File: config.mk
export PLATFORM = sky130hd
export DESIGN_NAME = fifo_sync_param
export DESIGN_NICKNAME = d
export VERILOG_FILES = /design/src/rtl/fifo_sync_param.sv
export SDC_FILE = /design/constraint.sdc
export NUM_CORES = 1
export LEC_CHECK = 0
export CELL_PAD_IN_SITES_DETAIL_PLACEMENT = 0
export CELL_PAD_IN_SITES_GLOBAL_PLACEMENT = 2
export CORE_MARGIN = 8
export CORE_UTILIZATION = 43
export DETAILED_ROUTE_END_ITERATION = 8
export PLACE_DENSITY_LB_ADDON = 0.1
export SLEW_MARGIN = 10
export SYNTH_ARGS = -nofsm -noshare
export SYNTH_HDL_FRONTEND = slang
export SYNTH_SLANG_ARGS = --single-unit
File: constraint.sdc
create_clock -name clk -period 5.2 [get_ports clk]
set_clock_uncertainty 0.2 [all_clocks]
set_input_delay 1.04 -clock clk [delete_from_list [all_inputs] [get_ports clk]]
set_output_delay 1.04 -clock clk [all_outputs]
set_load 0.03 [all_outputs]
File: src/rtl/fifo_sync_param.sv
// Parametrised synchronous FIFO with show-ahead read port, occupancy count,
// almost-full/almost-empty thresholds, flush and sticky overflow/underflow flags.
module fifo_sync_param #(
  parameter int WIDTH     = 8,
  parameter int DEPTH     = 16,
  parameter int AFULL_TH  = DEPTH - 2,
  parameter int AEMPTY_TH = 2,
  localparam int CW = $clog2(DEPTH + 1),
  localparam int PW = ($clog2(DEPTH) > 1) ? $clog2(DEPTH) : 1
) (
  input  logic             clk,
  input  logic             rst,
  input  logic             push,
  input  logic [WIDTH-1:0] data_in,
  input  logic             pop,
  input  logic             flush,
  input  logic             err_clr,
  output logic [WIDTH-1:0] data_out,
  output logic             full,
  output logic             empty,
  output logic             almost_full,
  output logic             almost_empty,
  output logic [CW-1:0]    count,
  output logic             overflow,
  output logic             underflow
);

  localparam logic [PW-1:0] LAST = PW'(DEPTH - 1);

  logic [DEPTH-1:0][WIDTH-1:0] mem;
  logic [PW-1:0]               wr_ptr, rd_ptr;
  logic                        push_en, pop_en;

  // Depth need not be a power of two, so wrap on an explicit compare.
  function automatic logic [PW-1:0] nxt(input logic [PW-1:0] p);
    return (p == LAST) ? '0 : p + 1'b1;
  endfunction

  assign full         = (int'(count) == DEPTH);
  assign empty        = (count == '0);
  assign almost_full  = (int'(count) >= AFULL_TH);
  assign almost_empty = (int'(count) <= AEMPTY_TH);
  assign data_out     = mem[rd_ptr];

  assign pop_en  = pop & ~empty;
  assign push_en = push & (~full | pop_en);

  always_ff @(posedge clk) begin
    if (rst) begin
      mem       <= '0;
      wr_ptr    <= '0;
      rd_ptr    <= '0;
      count     <= '0;
      overflow  <= 1'b0;
      underflow <= 1'b0;
    end else if (flush) begin
      // Contents are abandoned in place; push/pop this cycle are ignored.
      wr_ptr    <= '0;
      rd_ptr    <= '0;
      count     <= '0;
      overflow  <= overflow & ~err_clr;
      underflow <= underflow & ~err_clr;
    end else begin
      if (push_en) begin
        mem[wr_ptr] <= data_in;
        wr_ptr      <= nxt(wr_ptr);
      end
      if (pop_en) rd_ptr <= nxt(rd_ptr);
      case ({push_en, pop_en})
        2'b10:   count <= count + 1'b1;
        2'b01:   count <= count - 1'b1;
        default: count <= count;
      endcase
      // A new error in the same cycle as err_clr keeps the flag set.
      overflow  <= (push & ~push_en) | (overflow & ~err_clr);
      underflow <= (pop & ~pop_en) | (underflow & ~err_clr);
    end
  end

endmodule

# [Word-level counts from Yosys, hierarchy flattened]
# Index checks and enable logic that the tools add are counted.
[classes] add_sub_neg=4 order_cmp=5 eq_ne=5 n_mux=10 bitwise=15 n_reduce_logical=5
[ops] op="bitwise mux 128 bit" n=1
[ops] op="binary-select mux 8 bit (select 4 bit)" n=1
[ops] op="demux 8 bit (select 4 bit)" n=1
[ops] op="2-to-1 mux 8 bit" n=2
[ops] op="< comparator 4 x 5 -> 1 bit, second input constant" n=2
[ops] op="case mux 5 bit (2 select lines)" n=1
[ops] op="adder 4 x 1 -> 4 bit, second input constant" n=2
[ops] op="equality test 4 bit, second input constant" n=2
[ops] op="2-to-1 mux 4 bit" n=2
[ops] op="bitwise AND 1 bit" n=6
[ops] op="inverter 1 bit" n=6
[ops] op="adder 5 x 1 -> 5 bit, second input constant" n=1
[ops] op="equality test 5 bit, second input constant" n=1
[ops] op="greater-or-equal comparator 5 x 4 -> 1 bit, second input constant" n=1
[ops] op="less-or-equal comparator 5 x 2 -> 1 bit, second input constant" n=1
[ops] op="logical NOT 5 bit" n=1
[ops] op="subtractor 5 x 1 -> 5 bit, second input constant" n=1
[ops] op="greater-or-equal comparator 4 x 1 -> 1 bit, second input constant" n=1
[ops] op="OR 1 bit" n=3
[ops] op="equality test 2 x 1 -> 1 bit, second input constant" n=1
[ops] op="equality test 2 bit, second input constant" n=1
[ops] op="2-to-1 mux 1 bit" n=2
[ops] op="AND reduction 2 bit" n=1
[ops] op="nonzero test 2 bit" n=1
[ops] op="other kinds (2)" n=2
[word_totals] ff_bits=143 wordCells=65

# [Logic depth before layout (Yosys ltp)]
[depth] word_depth=9 mapped_depth=9 ltp_nobuf=8

# [Worst setup path after synthesis]
# Ideal clock, no wire load.
[synth_path] path_kind="reg2out" from="register count[1]" to="output port almost_empty" arrival_ns=2.096 t_required_ns=3.960 path_slack_ns=1.864 path_stages_with_launch=2 path_cell_list="dfxtp_1 > a2111oi_0"
[synth_between] elab_chain_len=1
[synth_rtl] element="start, declared" line_no="23" rtl="output logic [CW-1:0] count,"
[synth_rtl] element="start signal, assigned" line_no="70" rtl="2'b10: count <= count + 1'b1;"
[synth_rtl] element="start signal, assigned" line_no="71" rtl="2'b01: count <= count - 1'b1;"
[synth_rtl] element="start signal, assigned" line_no="72" rtl="default: count <= count;"
[synth_rtl] element="less-or-equal comparator 5 x 2 -> 1 bit" line_no="42" rtl="assign almost_empty = (int'(count) <= AEMPTY_TH);"
[synth_rtl] element="end, declared" line_no="22" rtl="output logic almost_empty,"
# No other way between the ends.

# [Worst setup path in the final report]
[layout_path] from="register rd_ptr[0]" to="output port data_out[4]"
[layout_between] elab_chain_len=2
[layout_rtl] element="start, declared" line_no="31" rtl="logic [PW-1:0] wr_ptr, rd_ptr;"
[layout_rtl] element="start signal, assigned" line_no="68" rtl="if (pop_en) rd_ptr <= nxt(rd_ptr);"
[layout_rtl] element="binary-select mux 8 bit (select 4 bit)" line_no="43" rtl="assign data_out = mem[rd_ptr];"
[layout_rtl] element="2-to-1 mux 8 bit (implied by the code)" line_no="43"
[layout_rtl] element="end, declared" line_no="18" rtl="output logic [WIDTH-1:0] data_out,"
# No other way between the ends. The select of a mux whose other input is x is not followed.

==> flow_summary.yaml <==
logic_synthesis:
  synth_largest_area_cell: "dfxtp_1"
  synth_ff_type: "dfxtp_1"
  syn_area_per_cell_um2: 10.8
  synth-async-reset-ratio: 0
  seq_area_frac_synth: 0.425
  synth_area_leaders: "dfxtp_1 43%, mux2i_1 20%, mux4_2 11%"
  syn_inst: 624
  yosysWarnings: 0
  synth_edf_count: 0
  synth_fp_nets: 647
  syn_area_mm2: 0.00673
  synth_top_cell_area_share: 0.425
  yosys-top-cells-count: "143 x dfxtp_1, 138 x nor2_1, 132 x mux2i_1"
  synth_cell_types: 47
  yosysMostFrequentCell: "dfxtp_1"
  ys_ff_latch: 143
grt:
  grt_pass1_wl_mm: 26.8
  grt_use_total: 0.174
  grt_pass1_vias: 4575
  grt_max_degree: 73
  antenna_found_initial: 0
  overflow: 0
setup_path:
  cp-end-kind: "primary output"
  cp_max_fo: 21
  path_class: "flop to primary output"
  cp-start-kind: "flop"
  cp.arrival_ps: 2970
  cp.required_ps: 3960
  ff2ff_path_depth: 9
layout:
  synthToLayoutAreaGrowth_pct: 15.0
  drive_gt1_frac: 0.137
  nets: 654
  diodes: 0
cts:
  insertion_delay_ps: 430
  cts-buffers-inserted: 17
  cts_resized: 0
  postCtsSetupBuffers: 0
  ctsHoldBuffers: 0
  numClockSinks: 143
  clockBufferDepth: 2
  cts_root_buf: "clkbuf_16"
  ctsHtreeMaxLevel: 4
  path_clk_slew_ps: 60
  cts_tree: "yes"
outcome:
  outcome: "finished clean"
run:
  cap_viol_max_count: 0
pwr:
  pwr-share-seq: 0.440
  p_clk_frac: 0.492
  cellLeakagePower_uw: 0.00275
  peakVddDrop_v: 0.000253
  cellPowerDensity_mw_per_mm2: 327
  p_int_uw: 1920
  p_sw_frac: 0.242
  switching_power_uw: 612
  p_comb_frac: 0.069
timing:
  fmax_ghz: 0.238
  setup_ws_ps: 991
  whs_ps: 275
  final_max_slew_viol_count: 0
  worst_slew_pin_slew_ps: 942
  rsz0062_at_grt: "false"
  setup_violations: 0
  hold_viol: 0
  finalCriticalPeriod_ps: 4210
  max_slew_margin: 0.370
  setup_tns_ps: 0
  min_period_over_period: 0.809
placement:
  dp_hpwl_mm: 10.7
  post-place-ws_ps: 1380
  globalplace.congestion: 0.743
  port_buffers: 32
detailed_routing:
  totalWireLength_mm: 16.6
  first_pass_iters: 4
  wire_per_inst_um: 19.4
  vias: 4658
  viasPerCell: 5.45
  route.detailed.drc: 0
  antenna_left: 0
  drtIter0Drc: 320
worst_hold_path:
  hold_class: "flop to flop"
  hold_depth: 2
die:
  fp.dieH_um: 141
  initial_core_util: 0.441
  dieArea_mm2: 0.0199
  fp.dieW_um: 141
  row_count: 45
  boundaryPins: 33
  core_mm2: 0.0153
logic make-up after synthesis:
group,synth area share
adders and majority gates,0.0178
xor gates and xnor gates,0.00390
and+or+nand+nor,0.116
DFF,0.425
AOI/OAI and AO/OA,0.0924
muxes,0.305
buffers and inverters,0.0392
flip-flops by register name, indices dropped and copies added, names as in the netlist:
signal / count
rd_ptr: 4
underflow: 1
overflow: 1
mem: 128
wr_ptr: 4
count: 5
per-layer routing:
layer | global-route usage | up-vias | wire length [um]
met1 | 0.237 | 2342 | 8090
met3 | 0.0361 | 16 | 519
met2 | 0.271 | 68 | 7840
met5 | 0 | - | 0
met4 | 0.0503 | 0 | 169
li1 | - | 2232 | -
cells in the final DEF, fill, tap and decap left out, types with 5 or more instances in the layout:
| master | Yosys | final |
|---|---|---|
| a22oi_1 | 16 | 16 |
| inv_1 | 8 | 8 |
| dfxtp_1 | 143 | 142 |
| ha_1 | 8 | 8 |
| clkdlybuf4s50_1 | 0 | 31 |
| clkinv_4 | 0 | 5 |
| buf_4 | 5 | 5 |
| a21oi_1 | 8 | 8 |
| mux2i_1 | 132 | 132 |
| mux4_2 | 32 | 32 |
| clkbuf_16 | 0 | 17 |
| nand3b_1 | 5 | 5 |
| nor2_1 | 138 | 138 |
| nand2_1 | 15 | 15 |
| a211oi_4 | 12 | 12 |
| nand2b_1 | 6 | 6 |
power by group through the flow:
stage | combinational [uW] | sequential [uW] | clock (uW)
floorplan | 118 | 1140 | 0
global placement | 171 | 1140 | 0
detailed placement | 173 | 1140 | 0
CTS | 174 | 1110 | 1260
global route | 186 | 1110 | 1320
finish | 173 | 1110 | 1240
critical path, stage by stage, from the launching register on:
cell	delay (ps)
dfxtp_2	740
buf_12	280
mux4_2	520
a22oi_1	250
nand2_1	130
clkdlybuf4s50_1	620
through the flow:
stage / power [uW] / util / cell area, um^2 / cells
2_1_floorplan: 1250 / - / 6730 / 624
3_3_place_gp: 1310 / 0.468 / 7140 / 823
3_5_place_dp: 1310 / 0.468 / 7140 / 823
4_1_cts: 2550 / 0.507 / 7740 / 855
5_1_grt: 2620 / 0.507 / 7740 / 855
6_report: 2530 / 0.507 / 7740 / 855
worst paths after layout:
path / from / to / slack [ps]
max reg2reg: count[1] / count[4] / 2250
max: rd_ptr[0] / data_out[4] / 990
min reg2reg: overflow / overflow / 280
min: overflow / overflow / 280
final cells by class:
class / instances / area, um^2
Tap cell: 211 / 264
Clock inverter: 13 / 166
Fill cell: 1386 / 7520
Multi-Input combinational cell: 424 / 3610
Sequential cell: 143 / 2860
Timing Repair Buffer: 37 / 368
Clock buffer: 19 / 433
Inverter: 8 / 30.0
(Power assumes the default switching activity.)
